==> src/rtl/bsg_link_sdr_reset_sequencer.sv <==
// bsg_link_sdr_reset_sequencer
//   Generates the ordered bring-up sequence for a pair of bsg_link_sdr
//   channels and the attached node core: an async token reset pulse, then
//   uplink, downlink, downstream and core resets released one at a time
//   with programmable settle gaps. restart_i aborts and returns to IDLE.
//
// Ports:
//   clk_i                    sequencer clock
//   reset_n_i                asynchronous active-low reset
//   start_i                  begin sequence (sampled only in IDLE)
//   restart_i                abort and return to IDLE, all resets asserted
//   async_token_reset_o      active-high token reset pulse
//   async_uplink_reset_o     uplink reset, 1 = in reset
//   async_downlink_reset_o   downlink reset, 1 = in reset
//   async_downstream_reset_o downstream reset, 1 = in reset
//   core_reset_o             node / core reset, 1 = in reset
//   done_o                   sequence complete, all resets released
//   state_o                  current state encoding (debug)
module bsg_link_sdr_reset_sequencer #(
  parameter int token_cycles_p = 16,
  parameter int step_cycles_p  = 64,
  parameter bit auto_start_p   = 1'b0
) (
  input  logic       clk_i,
  input  logic       reset_n_i,
  input  logic       start_i,
  input  logic       restart_i,
  output logic       async_token_reset_o,
  output logic       async_uplink_reset_o,
  output logic       async_downlink_reset_o,
  output logic       async_downstream_reset_o,
  output logic       core_reset_o,
  output logic       done_o,
  output logic [2:0] state_o
);

  localparam int max_cycles_lp = (token_cycles_p > step_cycles_p) ? token_cycles_p : step_cycles_p;
  localparam int cnt_width_lp  = ((max_cycles_lp + 1) <= 1) ? 1 : $clog2(max_cycles_lp + 1);

  if (token_cycles_p < 1) begin : g_token_check
    $error("token_cycles_p must be >= 1");
  end
  if (step_cycles_p < 1) begin : g_step_check
    $error("step_cycles_p must be >= 1");
  end

  typedef logic [cnt_width_lp-1:0] cnt_t;

  typedef enum logic [2:0] {
    IDLE   = 3'd0,
    TOKEN  = 3'd1,
    SETTLE = 3'd2,
    UP     = 3'd3,
    DOWN   = 3'd4,
    DSTRM  = 3'd5,
    DONE   = 3'd6
  } state_e;

  localparam cnt_t token_load = cnt_t'(token_cycles_p - 1);
  localparam cnt_t step_load  = cnt_t'(step_cycles_p - 1);

  state_e state, state_next;
  cnt_t   cnt, cnt_next;

  logic tok, up, down, dstrm, core, done;
  logic tok_next, up_next, down_next, dstrm_next, core_next, done_next;

  // State register. Each output is decoded from the *next* state and
  // captured in its own flop, so outputs change on the same edge as state
  // yet never carry combinational decode glitches into other domains.
  always_ff @(posedge clk_i or negedge reset_n_i) begin
    if (!reset_n_i) begin
      state <= IDLE;
      cnt   <= '0;
      tok   <= 1'b0;
      up    <= 1'b1;
      down  <= 1'b1;
      dstrm <= 1'b1;
      core  <= 1'b1;
      done  <= 1'b0;
    end else begin
      state <= state_next;
      cnt   <= cnt_next;
      tok   <= tok_next;
      up    <= up_next;
      down  <= down_next;
      dstrm <= dstrm_next;
      core  <= core_next;
      done  <= done_next;
    end
  end

  // Next-state and phase counter.
  always_comb begin
    state_next = state;
    cnt_next   = cnt;
    if (restart_i) begin
      state_next = IDLE;
      cnt_next   = '0;
    end else begin
      unique case (state)
        IDLE: begin
          if (start_i || auto_start_p) begin
            state_next = TOKEN;
            cnt_next   = token_load;
          end
        end
        TOKEN, SETTLE, UP, DOWN: begin
          if (cnt == '0) begin
            state_next = state_e'(state + 3'd1);
            cnt_next   = step_load;
          end else begin
            cnt_next = cnt - cnt_t'(1);
          end
        end
        DSTRM: begin
          if (cnt == '0) begin
            state_next = DONE;
            cnt_next   = '0;
          end else begin
            cnt_next = cnt - cnt_t'(1);
          end
        end
        DONE: begin
          state_next = DONE;
        end
        default: begin
          state_next = IDLE;
          cnt_next   = '0;
        end
      endcase
    end
  end

  // Output decode of the next state, feeding the output flops.
  always_comb begin
    tok_next   = 1'b0;
    up_next    = 1'b1;
    down_next  = 1'b1;
    dstrm_next = 1'b1;
    core_next  = 1'b1;
    done_next  = 1'b0;
    unique case (state_next)
      IDLE, SETTLE: ;
      TOKEN: tok_next = 1'b1;
      UP: up_next = 1'b0;
      DOWN: begin
        up_next   = 1'b0;
        down_next = 1'b0;
      end
      DSTRM: begin
        up_next    = 1'b0;
        down_next  = 1'b0;
        dstrm_next = 1'b0;
      end
      DONE: begin
        up_next    = 1'b0;
        down_next  = 1'b0;
        dstrm_next = 1'b0;
        core_next  = 1'b0;
        done_next  = 1'b1;
      end
      default: ;
    endcase
  end

  assign async_token_reset_o      = tok;
  assign async_uplink_reset_o     = up;
  assign async_downlink_reset_o   = down;
  assign async_downstream_reset_o = dstrm;
  assign core_reset_o             = core;
  assign done_o                   = done;
  assign state_o                  = state;

endmodule

==> config.mk <==
export PLATFORM = sky130hd
export DESIGN_NAME = bsg_link_sdr_reset_sequencer
export DESIGN_NICKNAME = d
export VERILOG_FILES = /design/src/rtl/bsg_link_sdr_reset_sequencer.sv
export SDC_FILE = /design/constraint.sdc
export NUM_CORES = 1
export LEC_CHECK = 0
export CORE_MARGIN = 1
export CORE_UTILIZATION = 53
export DETAILED_ROUTE_END_ITERATION = 10
export PLACE_DENSITY_LB_ADDON = 0.05
export SLEW_MARGIN = 10
export SYNTH_ARGS = -nofsm -noshare
export SYNTH_HDL_FRONTEND = slang
export SYNTH_SLANG_ARGS = --single-unit
==> constraint.sdc <==
create_clock -name clk_i -period 2.72 [get_ports clk_i]
set_clock_uncertainty 0.2 [all_clocks]
set_input_delay 0.272 -clock clk_i [delete_from_list [all_inputs] [get_ports clk_i]]
set_output_delay 0.272 -clock clk_i [all_outputs]
set_load 0.03 [all_outputs]
### Yosys cells after proc, flatten, opt, wreduce, memory -nomap -nowiden

Index checks and enable logic that the tools add are counted.

* register bits after elaboration: 16
* output and inout port bits: 9

* add/sub/neg operators: 2
* eq/ne operators: 13
* multiplexer cells: 16
* reduce and logical (&&, ||, !) cells: 7

Operators with widths (count)
* two-way mux 7 bit: 4
* case mux 7 bit (4 select lines): 1
* equality test 3 bit, second input constant: 6
* two-way mux 3 bit: 4
* case mux 3 bit (4 select lines): 1
* equality test 3 x 2 -> 1 bit, second input constant: 3
* OR reduction 4 bit: 2
* logical NOT 7 bit: 1
* subtractor 7 x 1 -> 7 bit, second input constant: 1
* equality test 3 x 1 -> 1 bit, second input constant: 2
* two-way mux 1 bit: 6
* adder 3 x 1 -> 3 bit, second input constant: 1
* logical NOT 3 bit: 1
* inequality test 3 bit, second input constant: 1
* OR reduction 3 bit: 1
* inequality test 2 bit, second input constant: 1
* AND reduction 2 bit: 1
* OR reduction 2 bit: 1

### Logic depth before layout (Yosys ltp)

* depth in word-level cells: 7
* depth in mapped cells: 8

### Worst setup path before layout

Ideal clock, no wire load.

* kind: reg2reg
* from: reg state[0], in the netlist state_o[0]
* to: reg up, in the netlist async_uplink_reset_o
* library setup time: 0.073 ns
* arrival time: 2.078 ns
* path slack: 0.369 ns
* stages on the path, launching flop included: 9
* clock period less this slack: 2.351 ns
* path through: dfrtp_1 -> inv_1 -> ha_1 -> inv_1 -> a21o_2 -> or3_1 -> a311o_1 -> nand2b_4 -> a21oi_1

* longest elaborated chain between the ends: 7
* elaborated cells on any way between the ends: 20
* those cells by class: add/sub (1); eq/ne (10); mux (6); reduce/logical (3)

Ends and longest elaborated chain
* start, declared: RTL line 62 `state_e state, state_next;`
* start signal, assigned: RTL line 82 `state <= state_next;`
* adder 3 x 1 -> 3 bit, or another cell as far along: RTL line 110 `state_next = state_e'(state + 3'd1);`
* two-way mux 3 bit or OR reduction 4 bit (tied branches): RTL line 109, 101
* case mux 3 bit (4 select lines) *: RTL line 101 `unique case (state)`
* two-way mux 3 bit *: RTL line 97 `if (restart_i) begin`
* equality test 3 bit or equality test 3 x 2 -> 1 bit (tied branches): RTL line 143 `unique case (state_next)`
* OR reduction 4 bit (no line) *
* two-way mux 1 bit *: RTL line 143
* net up_next: RTL line 66 `logic tok_next, up_next, down_next, dstrm_next, core_next, done_next;`
* end signal, assigned: RTL line 85 `up <= up_next;`
* end, declared: RTL line 65 `logic tok, up, down, dstrm, core, done;`

Mark *: on every way through the listed nets, which the timed path passes. The rest lies on a longest branch.
A chain may end at the register's enable or synchronous reset.

### Final worst setup path

* from: reg state[0], in the netlist state_o[0]
* to: reg cnt[2]

* longest elaborated chain between the ends: 4
* elaborated cells on any way between the ends: 13
* those cells by class: eq/ne (8); mux (2); reduce/logical (3)

Ends and longest elaborated chain
* equality test 3 x 1 -> 1 bit, or another cell as far along: RTL line 101
* OR reduction 4 bit: RTL line 101
* case mux 7 bit (4 select lines): RTL line 101
* two-way mux 7 bit: RTL line 97
* end signal, assigned: RTL line 83 `cnt <= cnt_next;`
* end, declared: RTL line 63 `cnt_t cnt, cnt_next;`

Parallel ways exist; a longest one is shown, timed or not.

==> metrics.yaml <==
met3_length_um: 87
grt_pass1_vias: 704
mostFrequentLayoutCells: "dfrtp_1, clkdlybuf4s50_1, nor2_1"
critical_path_buf_inv_count: 1
p_per_area_nw_per_um2: 853
vias: 798
row_count: 15
crit_path_top_delay_cell: "dfrtp_1"
synth_area_leaders: "dfrtp_1, dfstp_2, ha_1"
cts.clk_slew.worst_paths_ns: 0.08
rsz0062_at_grt: "no"
synth_cells: 101
final.setup.tns_ns: 0
combPwrFrac_pct: 52.5
p_sw_w: 0.000420
wirelength_met1_um: 944
layoutNonFillerInstCount: 140
cp_top_family: "compound AO/OA/AOI/OAI gates"
globalplace.congestion: 0.937
startpoint: "state_o[0]$_DFF_PN0_"
setup_viol: 0
clockBufferDepth: 2
ant_nets: 0
cts_tree: "done"
outcome: "finished, final reports clean"
synth_nets: 110
p_clk_share_pct: 11.9
synthFlopType: "dfrtp_1"
met2_length_um: 893
clock_sinks: 16
hold_viol: 0
wl_per_cell_um: 13.8
drc_errors: 0
cts_buffers: 3
post_cts_buffers: 0
syn-cell-area_um2: 967
diodes: 0
power_w: 0.000969
dp_cells: 137
routed_wl_um: 1940
dieArea_um2: 2000
crit_fanout: 10
final_area_um2: 1140
synthArstFlopShare_pct: 100
slew_headroom_pct: 50.3
fmax_mhz: 406
postCtsHoldBufs: 0
final_nets: 126
timing.rr.start: "state_o[0]$_DFF_PN0_"
min_path_type: "input pin to asynchronous set/reset pin"
ys_ff_latch: 16
placed_area_um2: 1110
io_pins: 13
grt_pass1_wl_um: 3070
first_pass_iters: 4
grt_use_total_pct: 21.7
drt-initial-drc-count: 16
clk_latency_ns: 0.27
synth_cell_type_count: 35
crit_type: "flop to flop"
drive_gt1_share_pct: 15.7
top_layer: "met4"
cap_violations: 0
pwr-share-seq_pct: 35.6
leakagePower_nw: 0.507
grt_max_degree: 17
area_growth_pct: 17.5
timing.final.crit_period_ns: 2.46
slew_violations: 0
cts_resized: 0
syn_avg_cell_area_um2: 9.58
h-tree-depth: 1
seq_area_frac_synth_pct: 41.9
yosysWarnings: 0
grt.overflow.total: 0
dp_hpwl_um: 1470
endpoint_kind: "flop"
synth_edf_count: 0
path_cells: "inv_1 -> ha_1 -> nor4_1 -> a21oi_1 -> o21ai_2 -> o21ai_0 -> a211o_1"
die_h_um: 44.7
fillers: 148
port_buffers: 12
switching_share_pct: 43.4
cp.arrival_ns: 2.42
cts_root_buf: "clkbuf_4"
yosysTopAreaCell: "dfrtp_1"
finalCritPeriodShare_pct: 90.5
initial_core_util_pct: 56.0
worst_pin_slew_ns: 0.738
coreArea_um2: 1730
max_stage_delay_ns: 0.47
vdd_drop_max_v: 0.000461
cp.required_ns: 2.68
vias_per_cell: 5.70
antenna_found_initial: 0
internal_power_w: 0.000549
yosys.area.top_type_share_pct: 31.0
worst_setup_path_start_kind: "flop"
die-width_um: 44.7
[state kept, by name (all words and copies together) (netlist names)]
register / cells
cnt: 7
core_reset_o: 1
async_uplink_reset_o: 1
done_o: 1
async_downlink_reset_o: 1
async_downstream_reset_o: 1
async_token_reset_o: 1
state_o: 3
[final timing paths]
check / to / slack (ns) / depth (start not counted)
min in group clk_i: cnt[1]$_DFFE_PN0P_ / 0.32 / 1
worst max-delay path: cnt[2]$_DFFE_PN0P_ / 0.26 / 7
max in group asynchronous: cnt[3]$_DFFE_PN0P_ / 1.65 / 1
worst min-delay path: state_o[1]$_DFF_PN0_ / 0.22 / 1
worst max register to register: cnt[2]$_DFFE_PN0P_ / 0.26 / 7
worst min register to register: cnt[1]$_DFFE_PN0P_ / 0.32 / 1
[routing by layer]
metal | vias to the layer above | global-route usage (%)
li1 | 393 | -
met1 | 385 | 32.2
met2 | 18 | 30.9
met3 | 2 | 4.40
met4 | 0 | 9.70
met5 | - | 0
[cell type report]
type	count	area, um2	share of cell area, %
Clock buffer	3	22.5	1.98
Inverter	7	26.3	2.31
Multi-Input combinational cell	77	531	46.7
Sequential cell	16	405	35.7
Tap cell	25	31.3	2.75
Timing Repair Buffer	12	120	10.6
[logic make-up (layout without fill, tap and decap cells)]
| kind of cell | Yosys count | count (layout) | synth area share (%) |
|---|---|---|---|
| adder cells (fa/ha/maj) | 5 | 5 | 6.47 |
| AO/OA/AOI/OAI | 30 | 30 | 21.5 |
| flip-flops | 16 | 16 | 41.9 |
| AND/OR/NAND/NOR | 42 | 42 | 26.9 |
| buffers and inverters | 8 | 22 | 3.23 |
[cells in the mapped netlist (3+ instances only)]
cell type and count:
a211o_1 4, nor2_1 9, nand2b_1 4, ha_1 5, nor3_1 3, dfrtp_1 12
nand2_1 6, dfstp_2 4, inv_1 7, a21oi_1 8, a31oi_1 3, o21ai_0 6
nand3_1 3
[power groups by stage]
stage	Sequential (W)	Combinational (W)	Clock, W
final	0.000345	0.000509	0.000115
after detailed placement	0.000349	0.000503	0
after global placement	0.000347	0.000495	0
after CTS	0.000344	0.000506	0.000121
after global routing	0.000354	0.000554	0.000130
after floorplan	0.000369	0.000358	0
[stage by stage]
stage               setup slack (ns)  hold WS [ns]  util [%]
global route                   0.108         0.267      65.8
finish                         0.260         0.223      65.8
floorplan                      0.369        -0.224         -
detailed placement             0.314         0.306      64.5
global placement               0.338         0.312      64.5
CTS                            0.305         0.245      65.8
[worst register-to-register path: cells and delay by family, from the launching register on]
family,cells,cell delay [ns]
compound gates,4,1.00
buf+inv,1,0.10
flops,1,0.47
simple gates,1,0.34
fa+ha+maj,1,0.24
No activity file was read; power rests on OpenSTA's default activity.
